### src/rtl/bus_rd_pack.sv
// Read-data packer: gathers 8/16/32/64-bit external read beats into one
// 64-bit word with per-lane valid mask; big-endian lanes if BUS_RD_PACK_BIGEND_EN.
//
// Ports:
//   sys_clk, reset       clock, async active-high reset
//   start, mws, ba       begin assembly: device width code, start byte
//   ack, xd              beat strobe and external data (low wb bytes used)
//   abort                cancel assembly in progress
//   busy, done           assembling / one-cycle completion pulse
//   dout, bval           assembled word and byte-lane valid mask
//   beat                 beats captured (saturates at 7)
module bus_rd_pack #(
  parameter int DW   = 64,
  parameter int ACKQ = 0
) (
  input  logic          sys_clk,
  input  logic          reset,
  input  logic          start,
  input  logic [1:0]    mws,
  input  logic [2:0]    ba,
  input  logic          ack,
  input  logic [63:0]   xd,
  input  logic          abort,
  output logic          busy,
  output logic          done,
  output logic [DW-1:0] dout,
  output logic [7:0]    bval,
  output logic [2:0]    beat
);

  generate
    if (DW != 64) begin : g_dw_chk
      $error("bus_rd_pack: DW must be 64");
    end
  endgenerate

`ifdef BUS_RD_PACK_BIGEND_EN
  localparam bit BE = 1'b1;
`else
  localparam bit BE = 1'b0;
`endif

  typedef enum logic [1:0] {
    IDLE,
    FILL,
    DONE
  } state_t;

  state_t state, state_n;

  logic [1:0]    mws_r;
  logic [3:0]    lane;
  logic [3:0]    wb;
  logic [3:0]    lane_nx;
  logic [2:0]    lane0;
  logic          cap;
  logic [DW-1:0] dout_n;
  logic [7:0]    bval_n;

  // Capture event, optionally one cycle behind ack.
  // The delayed strobe is dropped on abort and never armed outside FILL.
  generate
    if (ACKQ == 1) begin : g_ackq
      logic ack_q;
      always_ff @(posedge sys_clk or posedge reset) begin
        if (reset) ack_q <= 1'b0;
        else       ack_q <= ack & (state == FILL) & ~abort;
      end
      assign cap = ack_q;
    end else begin : g_ack
      assign cap = ack;
    end
  endgenerate

  assign wb      = 4'd1 << mws_r;
  assign lane_nx = lane + wb;
  assign busy    = (state == FILL);
  assign done    = (state == DONE);

  // Align the start byte down to the device width.
  always_comb begin
    lane0 = ba;
    case (mws)
      2'd0:    lane0 = ba;
      2'd1:    lane0 = {ba[2:1], 1'b0};
      2'd2:    lane0 = {ba[2], 2'b00};
      default: lane0 = 3'd0;
    endcase
  end

  // Merge the current beat into lanes lane..lane+wb-1.
  always_comb begin
    dout_n = dout;
    bval_n = bval;
    for (int k = 0; k < 8; k++) begin
      if (k >= int'(lane) && k < int'(lane_nx)) begin
        dout_n[8*(BE ? 7-k : k) +: 8] = xd[8*(k-int'(lane)) +: 8];
        bval_n[BE ? 7-k : k]          = 1'b1;
      end
    end
  end

  always_comb begin
    state_n = state;
    unique case (state)
      IDLE: if (start) state_n = FILL;
      FILL: begin
        if (abort)                            state_n = IDLE;
        else if (cap && lane_nx == 4'd8)      state_n = DONE;
      end
      DONE:    state_n = IDLE;
      default: state_n = IDLE;
    endcase
  end

  always_ff @(posedge sys_clk or posedge reset) begin
    if (reset) state <= IDLE;
    else       state <= state_n;
  end

  always_ff @(posedge sys_clk or posedge reset) begin
    if (reset) begin
      mws_r <= 2'd0;
      lane  <= 4'd0;
      dout  <= '0;
      bval  <= 8'd0;
      beat  <= 3'd0;
    end else begin
      if (state == IDLE && start) begin
        mws_r <= mws;
        lane  <= {1'b0, lane0};
        bval  <= 8'd0;
        beat  <= 3'd0;
      end else if (state == FILL && !abort && cap) begin
        dout <= dout_n;
        bval <= bval_n;
        lane <= lane_nx;
        if (beat != 3'd7) beat <= beat + 3'd1;
      end
    end
  end

endmodule

### config.mk
export PLATFORM = sky130hd
export DESIGN_NAME = bus_rd_pack
export DESIGN_NICKNAME = d
export VERILOG_FILES = /design/src/rtl/bus_rd_pack.sv
export SDC_FILE = /design/constraint.sdc
export NUM_CORES = 1
export LEC_CHECK = 0
export ABC_AREA = 0
export BUFFER_PORTS_ARGS = -buffer_cell sky130_fd_sc_hd__buf_4
export CAP_MARGIN = 30
export CORE_ASPECT_RATIO = 1.25
export CORE_MARGIN = 3
export CORE_UTILIZATION = 33
export DETAILED_ROUTE_END_ITERATION = 8
export GPL_TIMING_DRIVEN = 0
export SLEW_MARGIN = 5
export SYNTH_ARGS = -nofsm -noshare
export SYNTH_HDL_FRONTEND = slang
export SYNTH_SLANG_ARGS = --single-unit
### constraint.sdc
create_clock -name sys_clk -period 6.2 [get_ports sys_clk]
set_input_delay 0.62 -clock sys_clk [delete_from_list [all_inputs] [get_ports sys_clk]]
set_output_delay 0.62 -clock sys_clk [all_outputs]
set_load 0.02 [all_outputs]
==> results.cfg <==
[run_status]
status = finished, final reports clean

[grt]
grt_pass1_vias = 5534
grt_pass1_wl_um = 32060
grt_max_degree = 48
gr-usage-all-layers_pct = 20.25
antenna_found_initial = 0
grt_overflow = 0

[floorplanning]
dieArea_um2 = 20600
fp-row-count = 55
pin_count = 151
core_area_um2 = 18310
die_y_um = 159.7
fp.dieW_um = 129.0
start_util_pct = 34.07

[sta]
worst_pin_slew_ps = 938.7
finalMaxSlewViolations = 0
max_freq_mhz = 282.2
rsz0062_at_grt = false
setup_viol = 0
fin_crit_ps = 3543
finClkSkew_ps = 5.905
finalCritPeriodShare_pct = 57.15
final.setup.tns_ps = 0
slew_headroom_pct = 36.94
hold_violations = 0

[clocking]
cts_sinks = 83
cts_buffers = 9
htree_levels = 3
cts_setup_buffers = 0
clk_latency_ps = 350
clk_pin_slew_ps = 60
tritoncts = built
postCtsHoldBufs = 0
cts.repair.resized = 0
clockBufferDepth = 2
cts-root-buf = clkbuf_16

[finish]
design_area_um2 = 8008
nFillCells = 1809
layout.nets = 828
syn2layout_area_growth_pct = 28.39
final_cell_mix = buf_4, nand2_1, dfrtp_1
drive_gt1_share_pct = 40.00
diodes = 0
final_common_cell = buf_4

[synthesis]
synth_cell_types = 51
ys.warnings.count = 0
syn_avg_cell_area_um2 = 10.92
ys.flop_type = dfrtp_1
syn_area_um2 = 6237
async_reset_ff_share_pct = 100.0
syn_inst = 571
synth_edf_count = 0
syn-num-nets = 663
seq_area_frac_synth_pct = 33.30
ys_ff_latch = 83

[route]
first_pass_iters = 5
wirelength_um = 20970
drc_errors = 0
drtAntennaViolNets = 0
routedWlPerCell_um = 21.66
via_count = 5413
vias_per_cell = 5.592
drt-initial-drc-count = 559

[setup_path]
critPathKind = flip-flop to flip-flop
cp.required_ps = 6430
path_cells = buf_2 > clkinv_1 > ha_1 > clkbuf_1 > clkbuf_1 > mux4_2 > nand2_1 > a21oi_1 > mux2_2
worst_path_largest_cell_delay_ps = 590
start_kind = flip-flop
worst_setup_path_end_kind = flip-flop
crit_slowest_cell = clkbuf_1
critPathMostFrequentCell = clkbuf_1
critPathBufInv = 4
path_delay_family = buffers and inverters
arrival_ps = 3770
crit_fanout = 10

[hold_path]
hp-class = input port to asynchronous set/reset pin

[placed_design]
dp_hpwl_um = 16590
gp_congestion = 0.9107
portBuffers = 150
placed_area_um2 = 7691

[pwr]
leakagePower_nw = 3.776
ir_drop_mv = 0.3238
power.density_nw_per_um2 = 607.4

[run]
drv_cap = 0
per-stage QoR:
stage               utilization, %  worst slack (ps)  hold slack (ps)  power [W]  cells
floorplan                        -              3443            460.4   0.003202    571
global placement             41.78              2287            459.2   0.004239    949
detailed placement           42.02              2655            465.5   0.004275    953
CTS                          43.75              2622            323.1   0.004879    968
global route                 43.75              2456            349.1   0.005188    968
finish                       43.75              2657            301.1   0.004864    968
flip-flops by register name (all words and copies together), names as in the netlist:
signal  count
beat        3
bval        8
dout       64
lane        4
mws_r       2
state       2
kinds of logic (layout without fill, tap and decap cells):
logic type	after synthesis	count (layout)	share of synthesized area (%)
XOR/XNOR	10	10	1.404
AO/OA/AOI/OAI	93	93	10.21
adder cells (fa/ha/maj)	18	18	3.731
flip-flops	83	83	33.30
buffers and inverters	47	216	3.270
AND/OR/NAND/NOR	175	175	12.06
multiplexers	145	145	36.03
cells in the mapped netlist (all sizes together) (3+ instances only):
cell type	count	share of area [%]
nand2	120	7.2
dfrtp	83	33
mux4	57	21
mux2i	46	7.4
mux2	42	8.1
a21oi	36	2.9
buf	24	1.9
nor2	22	1.4
o31ai	21	2.7
ha	17	3.4
o21ai	16	1.3
clkbuf	14	0.84
inv	7	0.42
nor2b	7	0.70
xnor2	7	0.98
nand3	5	0.40
or3	5	0.50
a2111oi	3	0.42
a211oi	3	0.96
nand2b	3	0.30
xor2	3	0.42
area by class of cell:
type | instances | area (um2) | area share [%]
inverters | 9 | 36.28 | 0.4531
clock inverters | 5 | 77.57 | 0.9688
plain buffers | 38 | 170.2 | 2.125
clock buffers | 10 | 239.0 | 2.984
multi-input cells | 441 | 3956 | 49.41
repair buffers | 154 | 1166 | 14.56
flip-flops and latches | 83 | 2077 | 25.94
well taps | 228 | 285.3 | 3.563
worst paths after layout:
kind / from / end / slack (ps) / depth (start not counted)
max: lane[1] / dout[22] / 2660 / 9
min: reset / beat[0] / 300 / 2
max reg2reg: lane[1] / dout[22] / 2660 / 9
min reg2reg: bval[1] / bval[1] / 470 / 2
max in group asynchronous: reset / dout[7] / 5290 / 3
min in group sys_clk: abort / state[1] / 450 / 2
power by group:
group          internal, W  leakage [nW]  switching (W)  total, W
Clock             0.000360         0.154       0.000226  0.000587
Combinational      0.00144          2.52        0.00192   0.00336
Sequential        0.000762          1.10       0.000154  0.000915
Total              0.00256          3.78        0.00230   0.00486
metal layers:
metal	wire length (um)	track usage [%]
met3	1501	4.082
met5	0	0
met4	814	8.166
met2	10240	33.33
met1	8413	25.93
No activity file was read; power rests on OpenSTA's default activity.
